$ cat src/rtl/if_pkg.sv
// Shared fetch-sequencer types: FSM states, reset/handler defaults and
// the next-PC source-select encoding used by hazard and CP0 logic.
package if_pkg;

    typedef enum logic [1:0] {
        BOOT  = 2'd0,
        RUN   = 2'd1,
        FLUSH = 2'd2
    } if_state_e;

    localparam logic [31:0] PC_RESET_DEF     = 32'h0000_3000;
    localparam logic [31:0] HANDLER_ADDR_DEF = 32'h0000_4180;
    localparam int          IM_WORDS_DEF     = 2048;

    typedef enum logic [2:0] {
        NPC_SEQ   = 3'd0,
        NPC_HOLD  = 3'd1,
        NPC_BR    = 3'd2,
        NPC_JMP   = 3'd3,
        NPC_EPC   = 3'd4,
        NPC_EXC   = 3'd5,
        NPC_FAULT = 3'd6,
        NPC_BOOT  = 3'd7
    } npc_sel_e;

    // Sources that discard the fetch already in IF/ID.
    function automatic logic sel_flushes(npc_sel_e s);
        return (s == NPC_FAULT) || (s == NPC_EXC) || (s == NPC_EPC);
    endfunction

endpackage

$ cat src/rtl/if_range_chk.sv
// Combinational fetch-address fault detector: misaligned or outside the
// instruction memory window. The handler address itself never faults.
module if_range_chk
    import if_pkg::*;
#(
    parameter logic [31:0] PC_RESET     = PC_RESET_DEF,
    parameter logic [31:0] HANDLER_ADDR = HANDLER_ADDR_DEF,
    parameter int          IM_WORDS     = IM_WORDS_DEF
) (
    input  logic [31:0] pc,
    output logic        fault
);

    // Window end kept at 33 bits so a window touching 4 GiB cannot wrap.
    localparam logic [32:0] IM_END =
        {1'b0, PC_RESET} + (33'(IM_WORDS) * 33'd4);

    logic misalign;
    logic below;
    logic above;

    assign misalign = (pc[1:0] != 2'b00);
    assign below    = (pc < PC_RESET);
    assign above    = ({1'b0, pc} >= IM_END);
    assign fault    = (misalign || below || above) && (pc != HANDLER_ADDR);

endmodule

$ cat src/rtl/if_ctrl.sv
// Instruction-fetch sequencer owning the fetch PC.
// Optional fetch-address checking is enabled by defining IF_FETCH_FAULT_EN.
module if_ctrl
    import if_pkg::*;
#(
    parameter logic [31:0] PC_RESET     = PC_RESET_DEF,
    parameter logic [31:0] HANDLER_ADDR = HANDLER_ADDR_DEF,
    parameter int          IM_WORDS     = IM_WORDS_DEF
) (
    input  logic        clk,
    input  logic        rst_n,
    input  logic        stall_i,
    input  logic        br_taken_i,
    input  logic [31:0] br_target_i,
    input  logic        jmp_i,
    input  logic [31:0] jmp_target_i,
    input  logic        exc_req_i,
    input  logic        eret_i,
    input  logic [31:0] epc_i,
    output logic [31:0] pc_o,
    output logic [31:0] pc_plus4_o,
    output logic        if_valid_o,
    output logic        flush_o,
    output logic        fetch_fault_o,
    output logic [31:0] fault_pc_o,
    output logic [1:0]  state_o
);

    if_state_e   state;
    if_state_e   state_nx;
    logic [31:0] pc;
    logic [31:0] pc_nx;
    logic        bubble;
    logic        bubble_nx;
    logic        fault;
    npc_sel_e    sel;

`ifdef IF_FETCH_FAULT_EN
    logic fault_raw;

    if_range_chk #(
        .PC_RESET    (PC_RESET),
        .HANDLER_ADDR(HANDLER_ADDR),
        .IM_WORDS    (IM_WORDS)
    ) u_range_chk (
        .pc   (pc),
        .fault(fault_raw)
    );

    assign fault = fault_raw && (state != BOOT);

    always_ff @(posedge clk or negedge rst_n) begin
        if (!rst_n) begin
            fetch_fault_o <= 1'b0;
            fault_pc_o    <= 32'h0;
        end else begin
            fetch_fault_o <= fault;
            if (fault) begin
                fault_pc_o <= pc;
            end
        end
    end
`else
    if (IM_WORDS < 1) begin : g_bad_depth
        $error("IM_WORDS must be positive");
    end

    assign fault         = 1'b0;
    assign fetch_fault_o = 1'b0;
    assign fault_pc_o    = 32'h0;
`endif

    // Priority select; fault/exception/eret win over a stall, branch and
    // jump do not.
    always_comb begin
        sel = NPC_SEQ;
        if (state == BOOT) begin
            sel = NPC_BOOT;
        end else if (fault) begin
            sel = NPC_FAULT;
        end else if (exc_req_i) begin
            sel = NPC_EXC;
        end else if (eret_i) begin
            sel = NPC_EPC;
        end else if (stall_i) begin
            sel = NPC_HOLD;
        end else if (br_taken_i) begin
            sel = NPC_BR;
        end else if (jmp_i) begin
            sel = NPC_JMP;
        end
    end

    always_comb begin
        pc_nx = pc + 32'd4;
        case (sel)
            NPC_BOOT:  pc_nx = PC_RESET;
            NPC_FAULT: pc_nx = HANDLER_ADDR;
            NPC_EXC:   pc_nx = HANDLER_ADDR;
            NPC_EPC:   pc_nx = epc_i;
            NPC_HOLD:  pc_nx = pc;
            NPC_BR:    pc_nx = br_target_i;
            NPC_JMP:   pc_nx = jmp_target_i;
            default:   pc_nx = pc + 32'd4;
        endcase
    end

    always_comb begin
        state_nx  = RUN;
        bubble_nx = (sel == NPC_HOLD);
        if (state != BOOT && sel_flushes(sel)) begin
            state_nx = FLUSH;
        end
    end

    always_ff @(posedge clk or negedge rst_n) begin
        if (!rst_n) begin
            state  <= BOOT;
            pc     <= PC_RESET;
            bubble <= 1'b0;
        end else begin
            state  <= state_nx;
            pc     <= pc_nx;
            bubble <= bubble_nx;
        end
    end

    assign pc_o       = pc;
    assign pc_plus4_o = pc + 32'd4;
    assign if_valid_o = (state == RUN) && !bubble;
    assign flush_o    = (state == FLUSH);
    assign state_o    = state;

endmodule

$ cat config.mk
export PLATFORM = sky130hd
export DESIGN_NAME = if_ctrl
export DESIGN_NICKNAME = d
export VERILOG_FILES = /design/src/rtl/if_pkg.sv /design/src/rtl/if_range_chk.sv /design/src/rtl/if_ctrl.sv
export SDC_FILE = /design/constraint.sdc
export NUM_CORES = 1
export LEC_CHECK = 0
export CORE_MARGIN = 2
export CORE_UTILIZATION = 37
export CTS_CLUSTER_DIAMETER = 50
export CTS_CLUSTER_SIZE = 30
export DETAILED_ROUTE_END_ITERATION = 12
export GPL_TIMING_DRIVEN = 0
export PLACE_DENSITY = 0.88
export SLEW_MARGIN = 5
export SYNTH_ARGS = -nofsm -noshare
export SYNTH_HDL_FRONTEND = slang
export SYNTH_HIERARCHICAL = 1
export SYNTH_SLANG_ARGS = --single-unit
$ cat constraint.sdc
create_clock -name clk -period 3 [get_ports clk]
set_clock_uncertainty 0.2 [all_clocks]
set_input_delay 0.3 -clock clk [delete_from_list [all_inputs] [get_ports clk]]
set_output_delay 0.3 -clock clk [all_outputs]
set_load 0.1 [all_outputs]
==> flow_summary.toml <==
[status]
status = "finished, violations left"
violations = "negative setup slack"

[synth]
ys_types = 58
ys_seq_elements = 35
synth-main-ff-cell = "dfrtp_1"
synth-edff-count = 0
synth_area_um2 = 3150
async_flop_share_pct = 100
yosys_warnings = 6
syn_inst = 384
seq_area_frac_synth_pct = 27.9
synth_area_per_cell_um2 = 8.19

[global_routing]
grt_first_pass_wirelength_um = 20200
antenna_found_initial = 0
grt_usage_pct = 29.1
grt_pass1_vias = 3881
grt_max_degree = 36
grt-ovfl-total = 0

[clock_tree]
cts_max_path_buffers = 2
cts_tree = "built"
cts_made_buffers = 5
worst_skew_pair.late_latency_ns = 0.30
clkTransAtPathRegs_ns = 0.07
clock-sinks = 35
cts_max_level = 2
clockRootBuffer = "clkbuf_8"

[layout]
multi_input_area_um2 = 2410
n_antenna_cell = 0
finalNetCount = 711
final_area_um2 = 5780
seq_area_um2 = 917
nFillCells = 625
final_layout_size_suffix_gt1_share_pct = 29.3
area_growth_pct = 83.7

[pwr]
peakVddDrop_v = 0.000384
fin_total_pwr_mw = 2.90
powerDensity_nw_per_um2 = 502
p_leak_nw = 2.58

[placement]
placed_area_um2 = 5510
globalplace.congestion = 0.875
portBuffers = 170
detailed_place_hpwl_um = 10400
pre_cts_ws_ns = -0.784

[route]
vias = 4102
routed_wl_um = 13900
ant_nets = 0
drt_first_pass_iters = 7
drc = 0
avgViaCountPerCell = 5.75
wl_per_cell_um = 19.5
dr.first_iter.drc_count = 389

[sta]
layout_setup_ws_ns = -0.0254
maxSlewViolCount = 0
setup_viol = 2
finalHoldViolations = 0
fin_crit_sh_pct = 101
relSlewSlack_pct = 30.7
rsz0062_at_grt = "true"
worst_slew_pin_slew_ns = 1.04
fmax_mhz = 331
period_needed_ns = 3.03
fin_hold_ws_ns = 0.331

[critical_path]
cpPeakStageDelay_ns = 0.64
reg2reg_from = "pc_o[12]"
critPathSlowestCell = "dfstp_4"
crit_required_ns = 2.50
path_class = "register to output pin"
cp_cell_sequence = "and4_4, nand4_1, buf_6, or4_4, xnor2_4, buf_12"
critPathTopFamily = "simple AND/OR/NAND/NOR gates"
arrival_ns = 2.53
r2r_cells = 8
critical_path.max_fanout = 5
rr_endpoint = "pc_o[28]"
startpoint_type = "register"
reg2reg_setup_slack_ns = 0.39
path_buf_inv = 2
crit_path_end_kind = "output pin"

[hold_path]
hold_path_class = "input pin to register"
min_to = "pc_o[13]"
min_from = "br_target_i[13]"
holdPathStages = 3

[floorplanning]
ios = 204
coreArea_um2 = 8220
die_h_um = 96.2
die-area_um2 = 9260
rows = 33
initial_core_util_pct = 38.3
die_w_um = 96.2

[flow_run]
max_cap_viol_count = 0
what timing repair did:
action | 4_1_cts | 5_1_grt
pin swaps | 3 | 4
gates resized for setup | 126 | 37
hold buffers | 1 | 0
buffers inserted | 6 | 10
hold endpoints to repair | 33 | 0
setup endpoints to repair | 26 | 26
synth_stat cells (all sizes together), types with 7 or more instances:
| library cell | count | share of area [%] |
|---|---|---|
| buf | 52 | 11 |
| a21oi | 34 | 5.5 |
| dfrtp | 33 | 26 |
| nand2 | 32 | 3.8 |
| nor2 | 24 | 2.9 |
| a221oi | 18 | 5.0 |
| inv | 16 | 1.9 |
| xnor2 | 14 | 3.9 |
| xor2 | 14 | 3.9 |
| o21ai | 13 | 2.2 |
| a311oi | 12 | 3.3 |
| nand4 | 12 | 2.9 |
| clkbuf | 10 | 1.3 |
| nand3 | 10 | 1.6 |
| a221o | 8 | 2.5 |
| o22ai | 7 | 1.4 |
logic make-up (layout without fill, tap and decap cells):
family                   Yosys count  after routing  share of synthesized area, %
AO/OA/AOI/OAI                    129            129                          30.5
XOR/XNOR                          28             28                          7.80
adder cells (fa/ha/maj)            1              1                         0.398
buffers and inverters             78            270                          14.3
flip-flops                        35             35                          27.9
other                              1             33                         0.119
AND/OR/NAND/NOR                  112            112                          19.0
routing by layer:
| metal | vias up | share of wire, % | global-route usage [%] |
|---|---|---|---|
| li1 | 1820 | - | - |
| met2 | 285 | 51 | 49.7 |
| met3 | 55 | 9.9 | 5.40 |
| met5 | - | 0 | 0 |
| met4 | 0 | 3.3 | 12.1 |
| met1 | 1942 | 36 | 36.0 |
where the power goes:
part	switching (mW)	total (mW)	internal, mW
Combinational	1.38	1.90	0.514
Clock	0.180	0.346	0.165
Sequential	0.117	0.662	0.545
Total	1.68	2.90	1.22
state kept, by name, summed over array words and instances, names as in the netlist:
register	flops
pc_o	32
state_o	2
bubble	1
tightest hold or removal path: cells and delay by family:
| kind | cells | cell delay, ns |
|---|---|---|
| AOI/OAI and AO/OA | 1 | 0.06 |
| buffers and inverters | 1 | 0.40 |
| and+or+nand+nor | 1 | 0.06 |
stage by stage:
| step | cells | utilization (%) | TNS (ns) |
|---|---|---|---|
| CTS | 704 | 69.0 | 0 |
| floorplan | 416 | - | -1.26 |
| finish | 713 | 70.3 | -0.0436 |
| detailed placement | 691 | 67.0 | -11.30 |
| global route | 713 | 70.3 | -0.186 |
| global placement | 691 | 67.1 | -10.53 |
worst max-delay path by stage:
stage               startpoint        endpoint  slack, ns  depth (start not counted)
floorplan             pc_o[12]  pc_plus4_o[27]      -0.47                          5
global placement       pc_o[2]  pc_plus4_o[28]      -0.73                          6
detailed placement     pc_o[2]  pc_plus4_o[28]      -0.78                          6
CTS                   pc_o[16]  pc_plus4_o[27]      0.002                          7
global route          pc_o[12]  pc_plus4_o[27]      -0.06                          6
finish                pc_o[12]  pc_plus4_o[27]      -0.03                          6
layout make-up:
cell class              count  share of cell area, %
multi-input cells         303                   41.7
repair buffers            187                   31.2
flip-flops and latches     35                   15.9
plain buffers              59                   6.54
well taps                 105                   2.27
clock buffers               8                   1.39
inverters                  16                   1.04
placed cells by master, fill, tap and decap left out, types with 9 or more instances in the layout:
cell type        instances
dfrtp_2                 19
clkbuf_1                 9
xnor2_2                 10
nand2_1                 31
nand3_1                  9
inv_1                   16
nand4_1                 11
a311oi_1                12
a221oi_1                18
dfrtp_1                 11
buf_4                   57
nor2_1                  20
buf_2                   16
conb_1                  33
a21oi_1                 33
o21ai_0                 12
clkdlybuf4s50_1        142
Note: power is estimated with default switching activity, not from simulation.
